--- config.mk ---
export PLATFORM = sky130hd
export DESIGN_NAME = w_code_sequencer
export DESIGN_NICKNAME = d
export VERILOG_FILES = /design/src/rtl/w_code_sequencer.sv
export SDC_FILE = /design/constraint.sdc
export NUM_CORES = 1
export LEC_CHECK = 0
export CORE_MARGIN = 3
export CORE_UTILIZATION = 54
export DETAILED_ROUTE_END_ITERATION = 10
export PLACE_DENSITY = 0.87
export SLEW_MARGIN = 10
export SYNTH_ARGS = -nofsm -noshare
export SYNTH_HDL_FRONTEND = slang
export SYNTH_SLANG_ARGS = --single-unit
--- constraint.sdc ---
create_clock -name clk -period 3.1 [get_ports clk]
set_clock_uncertainty 0.1 [all_clocks]
set_input_delay 0.775 -clock clk [delete_from_list [all_inputs] [get_ports clk]]
set_output_delay 0.775 -clock clk [all_outputs]
set_load 0.005 [all_outputs]
--- src/rtl/w_code_sequencer.sv ---
// w_code_sequencer: emits a run of 3-bit code words W (binary up, binary down,
// Gray, ping-pong) under a valid/ready handshake. The index is kept between runs,
// so a new run continues the sequence unless a load replaces the index.
// Optional feature: define W_SEQ_GRAY_EN to build the Gray encoder for mode 10.
// Without it, mode 10 behaves as binary up.
module w_code_sequencer (
  input  logic       clk,
  input  logic       rst_n,
  input  logic       start,
  input  logic [1:0] mode,
  input  logic       load,
  input  logic [2:0] load_val,
  input  logic [3:0] run_len,
  input  logic       w_ready,
  output logic [2:0] W,
  output logic       w_valid,
  output logic       busy,
  output logic       done,
  output logic       wrap
);

  typedef enum logic [1:0] {S_IDLE, S_RUN, S_DONE} state_t;

  state_t     state;
  logic [2:0] idx;
  logic [1:0] m;
  logic [3:0] rem;   // 0 stands for 16: it counts down 0,15,...,1
  logic       dir;   // 1 = counting up (only used in ping-pong)

  logic       xfer;
  logic [2:0] sidx;  // index a run starts from (a load in the same cycle wins)
  logic [2:0] nidx;
  logic       ndir;
  logic       wrap_c;
  logic [2:0] code_src;
  logic [2:0] code_nxt;

  assign xfer = w_valid && w_ready;
  assign wrap = xfer && wrap_c;
  assign sidx = load ? load_val : idx;

  // Successor index, direction and wrap condition for the latched mode
  always_comb begin
    nidx   = idx;
    ndir   = dir;
    wrap_c = 1'b0;
    case (m)
      2'b01: begin
        nidx   = idx - 3'd1;
        wrap_c = (idx == 3'd0);
      end
      2'b11: begin
        if (dir && idx == 3'd7) begin
          nidx   = 3'd6;
          ndir   = 1'b0;
          wrap_c = 1'b1;
        end else if (!dir && idx == 3'd0) begin
          nidx   = 3'd1;
          ndir   = 1'b1;
          wrap_c = 1'b1;
        end else begin
          nidx = dir ? idx + 3'd1 : idx - 3'd1;
        end
      end
      // binary up, and Gray up which walks the same index order
      default: begin
        nidx   = idx + 3'd1;
        wrap_c = (idx == 3'd7);
      end
    endcase
  end

  // Index whose code goes into the W register at the next edge
  assign code_src = (state == S_IDLE) ? sidx : nidx;

`ifdef W_SEQ_GRAY_EN
  logic [1:0] code_md;
  assign code_md  = (state == S_IDLE) ? mode : m;
  assign code_nxt = (code_md == 2'b10) ? (code_src ^ (code_src >> 1)) : code_src;
`else
  assign code_nxt = code_src;
`endif

  // Control FSM with registered outputs
  always_ff @(posedge clk) begin
    if (!rst_n) begin
      state   <= S_IDLE;
      idx     <= 3'd0;
      m       <= 2'b00;
      rem     <= 4'd0;
      dir     <= 1'b1;
      W       <= 3'd0;
      w_valid <= 1'b0;
      busy    <= 1'b0;
      done    <= 1'b0;
    end else begin
      done <= 1'b0;
      case (state)
        S_IDLE: begin
          idx <= sidx;
          if (start) begin
            m       <= mode;
            rem     <= run_len;
            dir     <= 1'b1;
            W       <= code_nxt;
            w_valid <= 1'b1;
            busy    <= 1'b1;
            state   <= S_RUN;
          end
        end
        S_RUN: begin
          if (xfer) begin
            idx <= nidx;
            dir <= ndir;
            rem <= rem - 4'd1;
            W   <= code_nxt;
            if (rem == 4'd1) begin
              w_valid <= 1'b0;
              busy    <= 1'b0;
              done    <= 1'b1;
              state   <= S_DONE;
            end
          end
        end
        S_DONE: state <= S_IDLE;
        default: state <= S_IDLE;
      endcase
    end
  end

endmodule

==> impl_metrics.tcl, run 1 <==
set metrics [dict create \
    fin_cells 179 \
    root_buffer "clkbuf_4" \
    path_max_fanout 2 \
    clk_pin_slew_ns 0.10 \
    grt_antenna_before_repair 0 \
    cts.sinks 17 \
    io_buffers 20 \
    worstPathRequired_ns 2.22 \
    holdPathStages 2 \
    cap_viol_max_count 0 \
    die_w_um 49.8 \
    netlist_area_um2 1040 \
    drv_slew 0 \
    p_per_area_nw_per_um2 405 \
    finalHoldViolations 0 \
    timing.final.crit_period_ns 2.83 \
    cts_hold_buf 0 \
    p_clk_share_pct 23.9 \
    dieArea_um2 2480 \
    num_rows 15 \
    worst_pin_slew_ns 0.676 \
    post_cts_buffers 0 \
    n_fill_cell 162 \
    arrival_ns 1.96 \
    synth_largest_type_area_fraction_pct 32.9 \
    synth_area_leaders "dfxtp_1, a21oi_1, nand2_1" \
    p_leak_nw 0.477 \
    grt_usage_pct 24.7 \
    synth_edf_count 0 \
    routabilityCongestion 0.891 \
    status "complete, no violations" \
    async_flop_share_pct 0 \
    ys_seq_elements 17 \
    diodes 0 \
    setup_tns_ns 0 \
    clock_path_buffers 2 \
    ys_types 37 \
    p_sw_share_pct 31.8 \
    wl_per_cell_um 15.2 \
    core_region_area_um2 1760 \
    p_sw_mw 0.164 \
    max-vdd-ir-drop_uv 293 \
    gr-total-overflow 0 \
    r2r_start "state[0]$_SDFFE_PN0P_" \
    synthCells 135 \
    vias_per_cell 5.97 \
    r2r_end "rem[2]$_SDFFE_PN0P_" \
    hp-class "reg -> reg" \
    grt_pass1_wl_mm 4.68 \
    die_h_um 49.8 \
    yosys.area.top_type "dfxtp_1" \
    cp-endpoint "wrap" \
    start_util_pct 58.7 \
    grt_pass1_vias 1071 \
    drt_first_pass_iters 4 \
    vias 1068 \
    dpl.hpwl_mm 2.05 \
    endpoint_kind "output pin" \
    finalSetupViolCount 0 \
    dp.cells 175 \
    slew_headroom_pct 54.8 \
    pin_count 21 \
    pwr-share-seq_pct 48.8 \
    syn_to_final_growth_pct 22.9 \
    yosysWarnings 0 \
    rr_worst_depth 4 \
    cts_made_buffers 3 \
    synth.net_count 155 \
    place_area_um2 1250 \
    drive_above_1_share_pct 6.49 \
    grt_max_degree 13 \
    synth_seq_area_share_pct 32.9 \
    comb_power_share_pct 27.2 \
    cts_tree "built" \
    max_freq_ghz 0.353 \
    path_class "in -> out" \
    cts.repair.resized 0 \
    period_share_pct 91.3 \
    final_cell_area_um2 1270 \
    r2r_slack_ns 1.27 \
    syn_area_per_cell_um2 7.67 \
    startpoint "w_ready" \
    drc 0 \
    drtIter0Drc 34 \
    critPathLaunchType "primary input" \
    synth_flop_cell "dfxtp_1" \
    ant_nets 0 \
    routed_wirelength_mm 2.73 \
    cts-htree-levels 1 \
    p_int_mw 0.352 \
    clk_latency_ns 0.30 \
    rsz0062_at_grt "false" \
    nNetsFinal 175 \
]
-- flip-flops by register name, indices dropped and copies added (netlist names) --
| register | cells |
|---|---|
| idx | 3 |
| rem | 4 |
| W | 3 |
| dir | 1 |
| busy | 1 |
| m | 2 |
| state | 2 |
| done | 1 |
-- per-layer routing --
layer,up-vias,global-route usage (%),wire length [um]
li1,522,-,-
met1,497,27.2,1110
met2,39,42.1,1380
met3,10,3.63,140
met4,0,19.4,102
met5,-,0,0
-- area by class of cell --
type | instances | area [um^2] | area share (%)
Timing Repair Buffer | 21 | 208 | 16.3
Clock buffer | 3 | 22.5 | 1.77
Sequential cell | 17 | 340 | 26.7
Tap cell | 25 | 31.3 | 2.46
Multi-Input combinational cell | 106 | 644 | 50.6
Clock inverter | 1 | 5.00 | 0.393
Inverter | 6 | 22.5 | 1.77
-- worst max-delay path: stages --
cell             delay, ns
clkdlybuf4s50_1       0.45
nand2_1               0.08
a21oi_1               0.13
clkdlybuf4s50_1       0.51
-- cells in the mapped netlist (2+ instances only) --
master and count:
mux2i_1 3, clkbuf_1 3, mux2_2 2, buf_2 2
nor2_1 10, inv_1 5, a21oi_1 16, nand3_1 5
o22ai_1 2, o21a_1 2, nand2b_1 2, o211ai_1 3
nor4_1 2, nand2_1 21, ha_1 6, o21ai_0 8
dfxtp_1 17, nor2b_1 4, and3_1 3, a31oi_1 2
-- stage by stage --
stage	hold WS, ns	setup WS [ns]	total power, mW	utilization, %
detailed placement	0.381	0.272	0.395	70.6
CTS	0.394	0.256	0.517	72.2
finish	0.389	0.268	0.516	72.2
floorplan	0.358	1.15	0.342	-
global placement	0.367	0.269	0.387	70.6
global route	0.430	0.201	0.544	72.2
-- layout by cell type, fill, tap and decap left out, drive strengths merged, types with 4 or more instances in the layout --
cell type      count
nor2b              4
ha                 6
o21ai              9
inv                5
clkdlybuf4s50     20
nand2             21
nand3              5
nor2              10
dfxtp             17
a21oi             16
-- power by group through the flow --
stage	clock, mW	combinational, mW	sequential [mW]
finish	0.124	0.140	0.252
global route	0.133	0.156	0.255
CTS	0.125	0.140	0.251
detailed placement	0	0.139	0.257
global placement	0	0.132	0.255
floorplan	0	0.0914	0.251
-- how the worst min path moves through the flow --
stage                          endpoint                start  slack, ns
finish                W[0]$_SDFFE_PN0P_    W[0]$_SDFFE_PN0P_       0.39
global route          W[0]$_SDFFE_PN0P_    W[0]$_SDFFE_PN0P_       0.43
CTS                   W[0]$_SDFFE_PN0P_    W[0]$_SDFFE_PN0P_       0.39
detailed placement    W[0]$_SDFFE_PN0P_    W[0]$_SDFFE_PN0P_       0.38
global placement      W[1]$_SDFFE_PN0P_    W[1]$_SDFFE_PN0P_       0.37
floorplan           rem[1]$_SDFFE_PN0P_  rem[1]$_SDFFE_PN0P_       0.36
-- cells by family (layout without fill, tap and decap cells) --
logic type / after synthesis / after routing / synth area share [%]
AND/OR/NAND/NOR: 54 / 54 / 25.4
AO/OA/AOI/OAI: 40 / 40 / 23.7
flip-flops: 17 / 17 / 32.9
buffers and inverters: 12 / 31 / 4.95
adder cells (fa/ha/maj): 6 / 6 / 7.25
multiplexers: 5 / 5 / 5.07
XOR/XNOR: 1 / 1 / 0.846
No activity file was read; power rests on OpenSTA's default activity.
==> run 2, diff against run 1 <==
Settings changed: GPL_ROUTABILITY_DRIVEN from default to 1.
==> results of run 2 <==
The final DEF is identical to that of run 1; final timing and power are the same.
==> run 3, diff against run 2 <==
Settings changed: REMOVE_ABC_BUFFERS from default to 1.
==> run 3 against run 2 <==
Setup slack got worse by 0.027 ns. Die area did not move. Via count is 4.6% lower. Clock-buffer cell count unchanged. Clock power hardly changed. Critical path type unchanged. Combinational power hardly changed. First-iteration DRC count is 29% lower.
==> impl_metrics.tcl, run 3 (synthesis results as in run 1) <==
set metrics [dict create \
    cts_hold_buf 0 \
    cts_tree "built" \
    num_rows 15 \
    path_class "in -> out" \
    top_register "rem" \
    p_per_area_nw_per_um2 401 \
    routed_wirelength_mm 2.48 \
    startpoint "w_ready" \
    pre_cts_slack_ns 0.251 \
    clk_pin_slew_ns 0.10 \
    endpoint_kind "output pin" \
    cap_viol_max_count 0 \
    ant_nets 0 \
    grt_antenna_before_repair 0 \
    clock_path_buffers 2 \
    io_buffers 20 \
    hp-start "W[0]$_SDFFE_PN0P_" \
    largest_register_ffs 4 \
    dpl.hpwl_mm 1.94 \
    finalSetupViolCount 0 \
    start_util_pct 58.7 \
    layout_commonest_cell "nand2_1" \
    die_h_um 49.8 \
    core_region_area_um2 1760 \
    path_max_fanout 2 \
    cts_made_buffers 3 \
    finalHoldViolations 0 \
    cts-htree-levels 1 \
    largest_registers "rem (4), W (3), idx (3)" \
    slew_headroom_pct 53.9 \
    cts.sinks 17 \
    vias_per_cell 5.69 \
    grt_max_degree 13 \
    grt_usage_pct 21.2 \
    grt_pass1_vias 926 \
    dieArea_um2 2480 \
    status "complete, no violations" \
    die_w_um 49.8 \
    cts.repair.resized 0 \
    max_freq_ghz 0.350 \
    gr-total-overflow 0 \
    setup_tns_ns 0 \
    drtIter0Drc 24 \
    syn_to_final_growth_pct 22.9 \
    worst_pin_slew_ns 0.690 \
    worstPathRequired_ns 2.22 \
    r2r_start "state[0]$_SDFFE_PN0P_" \
    routabilityCongestion 0.888 \
    diodes 0 \
    drt_first_pass_iters 4 \
    grt_pass1_wl_mm 4.08 \
    drc 0 \
    pin_count 21 \
    drv_slew 0 \
    drive_above_1_share_pct 6.49 \
    arrival_ns 1.98 \
    post_cts_buffers 0 \
    timing.final.crit_period_ns 2.86 \
    p_leak_nw 0.477 \
    root_buffer "clkbuf_4" \
    worst_slack_ns 0.241 \
    critPathLaunchType "primary input" \
    wl_per_cell_um 13.8 \
    rsz0062_at_grt "false" \
    hp-class "reg -> reg" \
    max-vdd-ir-drop_uv 248 \
    nNetsFinal 175 \
    vias 1019 \
    clk_latency_ns 0.29 \
    period_share_pct 92.2 \
    mostFrequentLayoutCells "nand2_1, clkdlybuf4s50_1, dfxtp_1, a21oi_1, nor2_1" \
]
## run 3: cell counts in the layout (fill, tap and decap cells not counted)
Identical to the previous run, type by type.
## run 3: per-stage QoR
step / hold slack, ns / utilization (%) / power (mW) / cell area (um^2) / instances
after global routing: 0.412 / 72.2 / 0.543 / 1270 / 179
after CTS: 0.392 / 72.2 / 0.512 / 1270 / 179
final: 0.385 / 72.2 / 0.510 / 1270 / 179
after global placement: 0.365 / 70.6 / 0.386 / 1250 / 175
after floorplan: 0.358 / - / 0.337 / 1010 / 129
after detailed placement: 0.377 / 70.6 / 0.393 / 1250 / 175
## run 3: final timing paths
check                       to  cells past startpoint  slack, ns
min          W[0]$_SDFFE_PN0P_                      2       0.39
min reg2reg  W[0]$_SDFFE_PN0P_                      2       0.39
max                       wrap                      4       0.24
max reg2reg   dir$_SDFFE_PN1P_                      4       1.23
## run 3: layout make-up
type | count | area (um^2)
Fill cell | 161 | 490
Tap cell | 25 | 31.3
Sequential cell | 17 | 340
Timing Repair Buffer | 21 | 208
Clock buffer | 3 | 22.5
Clock inverter | 1 | 5.00
Multi-Input combinational cell | 106 | 644
Inverter | 6 | 22.5
## run 3: critical path, stage by stage
cell             delay (ns)
clkdlybuf4s50_1        0.46
nand2_1                0.10
a21oi_1                0.14
clkdlybuf4s50_1        0.51
## run 3: power by group
part | internal (mW) | switching, mW | total, mW | leakage, nW
combinational | 0.0696 | 0.0687 | 0.138 | 0.320
clock | 0.0480 | 0.0731 | 0.121 | 0.0177
sequential | 0.234 | 0.0169 | 0.251 | 0.140
total | 0.351 | 0.159 | 0.510 | 0.477
## run 3: layer usage
| metal | vias up | part of all wire (%) | routed length [um] | global-route usage, % |
|---|---|---|---|---|
| li1 | 520 | - | - | - |
| met1 | 468 | 44 | 1080 | 24.9 |
| met2 | 25 | 52 | 1290 | 38.1 |
| met3 | 6 | 3.2 | 78 | 3.93 |
| met4 | 0 | 1.2 | 29 | 7.37 |
| met5 | - | 0 | 0 | 0 |
